--- config.mk ---
export PLATFORM = sky130hd
export DESIGN_NAME = uart_cmd_parser
export DESIGN_NICKNAME = d
export VERILOG_FILES = /design/src/rtl/uart_cmd_parser.sv
export SDC_FILE = /design/constraint.sdc
export NUM_CORES = 1
export LEC_CHECK = 0
export ABC_AREA = 0
export CAP_MARGIN = 10
export CELL_PAD_IN_SITES_DETAIL_PLACEMENT = 1
export CELL_PAD_IN_SITES_GLOBAL_PLACEMENT = 1
export CORE_MARGIN = 3
export CORE_UTILIZATION = 38
export DETAILED_ROUTE_END_ITERATION = 7
export GPL_ROUTABILITY_DRIVEN = 0
export PLACE_DENSITY = 0.78
export SLEW_MARGIN = 20
export SYNTH_ARGS = -nofsm -noshare
export SYNTH_HDL_FRONTEND = slang
export SYNTH_SLANG_ARGS = --single-unit
--- constraint.sdc ---
create_clock -name Clk -period 2.1 [get_ports Clk]
set_input_delay 0.21 -clock Clk [delete_from_list [all_inputs] [get_ports Clk]]
set_output_delay 0.21 -clock Clk [all_outputs]
set_load 0.03 [all_outputs]
--- src/rtl/uart_cmd_parser.sv ---
// UART command-frame parser: HDR0 HDR1 CMD LEN PAYLOAD[LEN] CHK with checksum,
// length and inter-byte timeout checks, plus the K factor register.
module uart_cmd_parser #(
    parameter logic [7:0] HDR0        = 8'h55,
    parameter logic [7:0] HDR1        = 8'hA5,
    parameter int         MAX_LEN     = 4,
    parameter int         TIMEOUT_CYC = 100000,
    parameter int         K_W         = 4,
    parameter logic [7:0] CMD_SET_K   = 8'hA6,
    parameter logic [7:0] CMD_CLR_K   = 8'hA7
) (
    input  logic                 Clk,
    input  logic                 Reset_n,
    input  logic [7:0]           rx_data,
    input  logic                 rx_done,
    output logic                 cmd_valid,
    output logic [7:0]           cmd_code,
    output logic [4:0]           cmd_len,
    output logic [8*MAX_LEN-1:0] cmd_data,
    output logic [K_W-1:0]       K,
    output logic                 err_valid,
    output logic [1:0]           err_code
);

    localparam int CNT_W = $clog2(TIMEOUT_CYC + 1);

    typedef enum logic [2:0] {
        ST_IDLE = 3'd0,
        ST_H1   = 3'd1,
        ST_CMD  = 3'd2,
        ST_LEN  = 3'd3,
        ST_DATA = 3'd4,
        ST_CHK  = 3'd5
    } state_t;

    state_t               state_r;
    logic [CNT_W-1:0]     tmo_cnt_r;
    logic [7:0]           cmd_r;
    logic [4:0]           len_r;
    logic [4:0]           idx_r;
    logic [7:0]           sum_r;
    logic [8*MAX_LEN-1:0] shadow_r;
    logic                 len_bad_s;

    function automatic logic [7:0] chk_add(input logic [7:0] acc, input logic [7:0] b);
        return acc + b;
    endfunction

    // K is loaded with (payload byte 0 - 1), wrapping so 0 yields all-ones
    function automatic logic [K_W-1:0] k_from_byte(input logic [7:0] b);
        return b[K_W-1:0] - K_W'(1);
    endfunction

    // Oversized frames, and a set-K with no operand byte, are rejected at LEN
    always_comb begin
        len_bad_s = 1'b0;
        if ((rx_data > 8'(MAX_LEN)) || ((cmd_r == CMD_SET_K) && (rx_data == 8'd0))) begin
            len_bad_s = 1'b1;
        end else begin
            len_bad_s = 1'b0;
        end
    end

    // Frame FSM, inter-byte timeout counter and all registered outputs
    always_ff @(posedge Clk) begin
        if (!Reset_n) begin
            state_r   <= ST_IDLE;
            tmo_cnt_r <= '0;
            cmd_r     <= 8'd0;
            len_r     <= 5'd0;
            idx_r     <= 5'd0;
            sum_r     <= 8'd0;
            shadow_r  <= '0;
            cmd_valid <= 1'b0;
            cmd_code  <= 8'd0;
            cmd_len   <= 5'd0;
            cmd_data  <= '0;
            K         <= '0;
            err_valid <= 1'b0;
            err_code  <= 2'd0;
        end else begin
            cmd_valid <= 1'b0;
            err_valid <= 1'b0;
            if (rx_done) begin
                tmo_cnt_r <= '0;
                case (state_r)
                    ST_IDLE: state_r <= (rx_data == HDR0) ? ST_H1 : ST_IDLE;
                    ST_H1: begin
                        if (rx_data == HDR1)      state_r <= ST_CMD;
                        else if (rx_data == HDR0) state_r <= ST_H1;
                        else                      state_r <= ST_IDLE;
                    end
                    ST_CMD: begin
                        cmd_r   <= rx_data;
                        sum_r   <= rx_data;
                        state_r <= ST_LEN;
                    end
                    ST_LEN: begin
                        if (len_bad_s) begin
                            err_valid <= 1'b1;
                            err_code  <= 2'd2;
                            state_r   <= ST_IDLE;
                        end else begin
                            len_r    <= rx_data[4:0];
                            sum_r    <= chk_add(sum_r, rx_data);
                            shadow_r <= '0;
                            idx_r    <= 5'd0;
                            state_r  <= (rx_data == 8'd0) ? ST_CHK : ST_DATA;
                        end
                    end
                    ST_DATA: begin
                        for (int i = 0; i < MAX_LEN; i++) begin
                            if (idx_r == 5'(i)) shadow_r[8*i +: 8] <= rx_data;
                        end
                        sum_r   <= chk_add(sum_r, rx_data);
                        idx_r   <= idx_r + 5'd1;
                        state_r <= (idx_r == (len_r - 5'd1)) ? ST_CHK : ST_DATA;
                    end
                    ST_CHK: begin
                        if (sum_r == rx_data) begin
                            cmd_valid <= 1'b1;
                            cmd_code  <= cmd_r;
                            cmd_len   <= len_r;
                            cmd_data  <= shadow_r;
                            if (cmd_r == CMD_SET_K)      K <= k_from_byte(shadow_r[7:0]);
                            else if (cmd_r == CMD_CLR_K) K <= '0;
                            else                         K <= K;
                        end else begin
                            err_valid <= 1'b1;
                            err_code  <= 2'd1;
                        end
                        state_r <= ST_IDLE;
                    end
                    default: state_r <= ST_IDLE;
                endcase
            end else if (state_r != ST_IDLE) begin
                // A byte arriving on the terminal count wins, hence this sits under !rx_done
                if (tmo_cnt_r == CNT_W'(TIMEOUT_CYC)) begin
                    err_valid <= 1'b1;
                    err_code  <= 2'd3;
                    state_r   <= ST_IDLE;
                    tmo_cnt_r <= '0;
                end else begin
                    tmo_cnt_r <= tmo_cnt_r + CNT_W'(1);
                end
            end else begin
                tmo_cnt_r <= '0;
            end
        end
    end

endmodule

==> impl_summary.log <==
INFO  metric worst_hold_path.num_cells = 2
INFO  metric cts.htree.levels = 4
INFO  metric postSynthRegisterBits = 131
INFO  metric vias = 5625
INFO  metric period_share = 1.01
INFO  metric number_of_ports_placed_on_the_die_boundary = 64
INFO  metric run_status = finished with violations
INFO  metric reg2reg_setup_slack = -20 ps
INFO  metric fraction_of_synthesized_cell_area_taken_by_the_top_area_cell_type = 0.447
INFO  metric post_synth_main_area_contributors = dfxtp_1, nand2_1, a21oi_1, mux2i_1, ha_1
INFO  metric violations_in_the_final_reports = negative setup slack
INFO  metric slew-limit-headroom = 0.635
INFO  metric grt_start_max_net_pins = 47
INFO  metric drt-vias-per-instance = around 5.5
INFO  metric syn_nets = 730
INFO  metric worstMarginPinSlew = 543 ps
INFO  metric grt_pass1_wl = 30600 um
INFO  metric die_width = 130 um
INFO  metric worst_hold_path_type = reg2reg
INFO  metric cp.buffers_inverters = 1
INFO  metric detailed_place_hpwl = 13100 um
INFO  metric die_y = 130 um
INFO  metric ys_dominant_reg_cell = dfxtp_1
INFO  metric capturing_point_of_the_worst_reg2reg_path = sum_r[4]
INFO  metric vias_in_the_first_global_route = 6060
INFO  metric drive_above_1_share = 0.193
INFO  metric firstDrtPassIters = 6
INFO  metric antenna_cells_inserted = 0
INFO  metric timing_worst_setup_path_type = reg2reg
INFO  metric final_antenna_net_count = 0
INFO  metric root_buffer = clkbuf_16
INFO  metric setup_viol = 12
INFO  metric hold_ws = roughly 460 ps
INFO  metric critical_path.slowest_cell = or4b_4
INFO  metric worstHoldStart = cmd_data[25]
INFO  metric final_cells = between 1000 and 1500
INFO  metric design.die.area = 0.0170 mm^2
INFO  metric postSynth.asyncResetShare = 0
INFO  metric synthesis.area_per_instance = 8.35 um^2
INFO  metric timing_hold_violations_final = 0
INFO  metric synthesis.area = 0.00587 mm^2
INFO  metric initial_utilization = 0.397
INFO  metric synth_sequential_area_ratio = 0.447
INFO  metric post-route-min-period = about 2100 ps
INFO  metric timing.hold.worst_endpoint = cmd_data[25]
INFO  metric worstSetupStartpointType = register
INFO  metric vdd_ir_drop_max = 574 uV
INFO  metric area_delta_synth_final = 36.6%
INFO  metric clk_pin_slew = 60 ps
INFO  metric synthesis.yosys.warnings = 0
INFO  metric rows = 44
INFO  metric synth-edff-count = 0
INFO  metric critical_path.top_delay_family = simple AND/OR/NAND/NOR gates
INFO  metric power.static_leakage = 3.01 nW
INFO  metric drc_violation_total_after_the_first_tritonroute_iteration = around 340
INFO  metric post-synth-top-area-cell = dfxtp_1
INFO  metric regToRegStartpoint = cmd_r[4]
INFO  metric post_drt_wl_per_cell = 18.7 um
INFO  metric clock_latency = 420 ps
INFO  metric wl = 19200 um
INFO  metric placed_cells = 990
INFO  metric synth_most_common_cell = nand2_1
INFO  metric p_per_area = 682 mW/mm^2
INFO  metric drc = 0
INFO  metric maxCapViolations = 0
INFO  metric crit_path_cell_trace = or3b_4, or4b_4, buf_6, a31o_4, and2_4, a211oi_2
INFO  metric grt-ovfl-total = 0
INFO  metric final-max-slew-violation-count = 0
INFO  metric cts_tree = done
INFO  metric core_region_area = around 0.015 mm^2
INFO  metric path_max_fanout = 7
INFO  metric global_router_s_overall_resource_usage = 0.231
INFO  metric antenna_found_initial = 0
INFO  metric net_total_in_the_final_layout = ~860
INFO  metric finClkSkew = 13.3 ps
INFO  metric r2r.worst_path.cells = 6
INFO  metric capturing_element_type_of_the_critical_path = register
INFO  metric cts-root-to-sink-buffers = 2
INFO  metric synth.distinct_cells = between 60 and 70
INFO  metric crit_path_arrival_time = 2450 ps
INFO  metric numClockSinks = 131
INFO  metric setup_ws = -23.8 ps
INFO  metric max_clock_freq = 471 MHz
INFO  metric setup_repair_after_global_routing_missed_its_margin = true
INFO  metric number_of_instances_in_the_synthesized_netlist = 703
INFO  metric numPortBuffers = 63
INFO  metric worst_path_largest_cell_delay = 510 ps
INFO  metric cts_inserted_buffers = 17
INFO  metric ys_top_cells_by_count = nand2_1, dfxtp_1, a21oi_1, nor2_1, clkbuf_1
INFO  metric crit_required = 2430 ps
layout by cell type, fill, tap and decap left out, types with 5 or more instances in the layout:
master	instances
nand4b_1	5
mux2i_1	24
clkdlybuf4s50_1	63
a21oi_2	9
or3_1	8
dfxtp_1	127
nor3_1	10
buf_12	7
and3_1	5
nor2_1	38
inv_1	14
nand2_1	180
nand3_1	18
xnor2_1	13
nand4_1	6
clkbuf_16	19
a21oi_1	67
o22ai_1	9
buf_4	72
ha_1	15
xor2_1	13
o21ai_0	14
worst reg2reg max path, stage by stage (launching register included):
cell and delay (ps):
dfxtp_2 310, or3b_4 390, or4b_4 510, buf_6 160, a31o_4 280, and2_4 200, a211oi_2 200
layer usage:
| layer | up-vias | global-route usage | part of all wire |
|---|---|---|---|
| met4 | 0 | 0.0856 | 0.024 |
| met5 | - | 0 | 0 |
| met2 | 141 | 0.409 | 0.52 |
| met3 | 39 | 0.0667 | 0.048 |
| met1 | 2759 | 0.264 | 0.41 |
| li1 | 2686 | - | - |
flip-flops by register name, summed over array words and instances, names as in the netlist:
register	flops
len_r	5
cmd_r	8
shadow_r	32
idx_r	5
cmd_valid	1
err_valid	1
err_code	2
cmd_data	32
sum_r	8
cmd_code	8
tmo_cnt_r	17
state_r	3
cmd_len	5
K	4
kinds of logic (layout without fill, tap and decap cells):
kind of cell	after synthesis	in the layout	share of synthesized area
and+or+nand+nor	316	316	0.252
muxes	24	24	0.0409
xor gates and xnor gates	26	26	0.0388
AOI/OAI and AO/OA	138	138	0.147
buffers and inverters	52	192	0.0386
DFF	131	131	0.447
adders and majority gates	16	16	0.0354
per-stage QoR:
step	setup slack (ps)	TNS [ps]	cell area, um^2	power, mW	utilization
global placement	-530	-37570	7250	2.81	0.490
floorplan	12.9	0	5900	2.68	-
CTS	-20.6	-44.1	7880	5.51	0.532
detailed placement	-544	-40130	7250	2.82	0.490
finish	-23.8	-117	8020	5.47	0.542
global route	-105	-4350	8020	5.67	0.542
how the worst max path moves through the flow:
stage | startpoint | end | slack [ps] | depth (start not counted)
global placement | rx_data[1] | idx_r[4] | -530 | 8
detailed placement | rx_data[1] | sum_r[4] | -540 | 8
finish | cmd_r[4] | sum_r[4] | -20 | 6
floorplan | cmd_r[4] | sum_r[0] | 10 | 7
CTS | cmd_r[4] | sum_r[4] | -20 | 6
global route | sum_r[1] | cmd_len[4] | -100 | 7
final cells by class:
type,count,area (um^2)
fill,1712,6790
inverter,16,60.1
sequential,131,2630
clock inverter,10,90.1
timing repair buffer,148,1400
tap,184,230
clock buffer,18,439
multi-input combinational,520,3180
report_power, final:
group	switching (mW)	total (mW)	internal, mW
logic	0.165	0.273	0.108
clock network	1.07	2.69	1.62
registers	0.0134	2.51	2.50
timing repair:
action,in CTS,in global routing
pin swaps,5,3
cloned,1,2
hold buffers,0,0
setup endpoints to repair,56,103
resized for setup,13,24
buffers inserted,4,2
No activity file was read; power rests on OpenSTA's default activity.
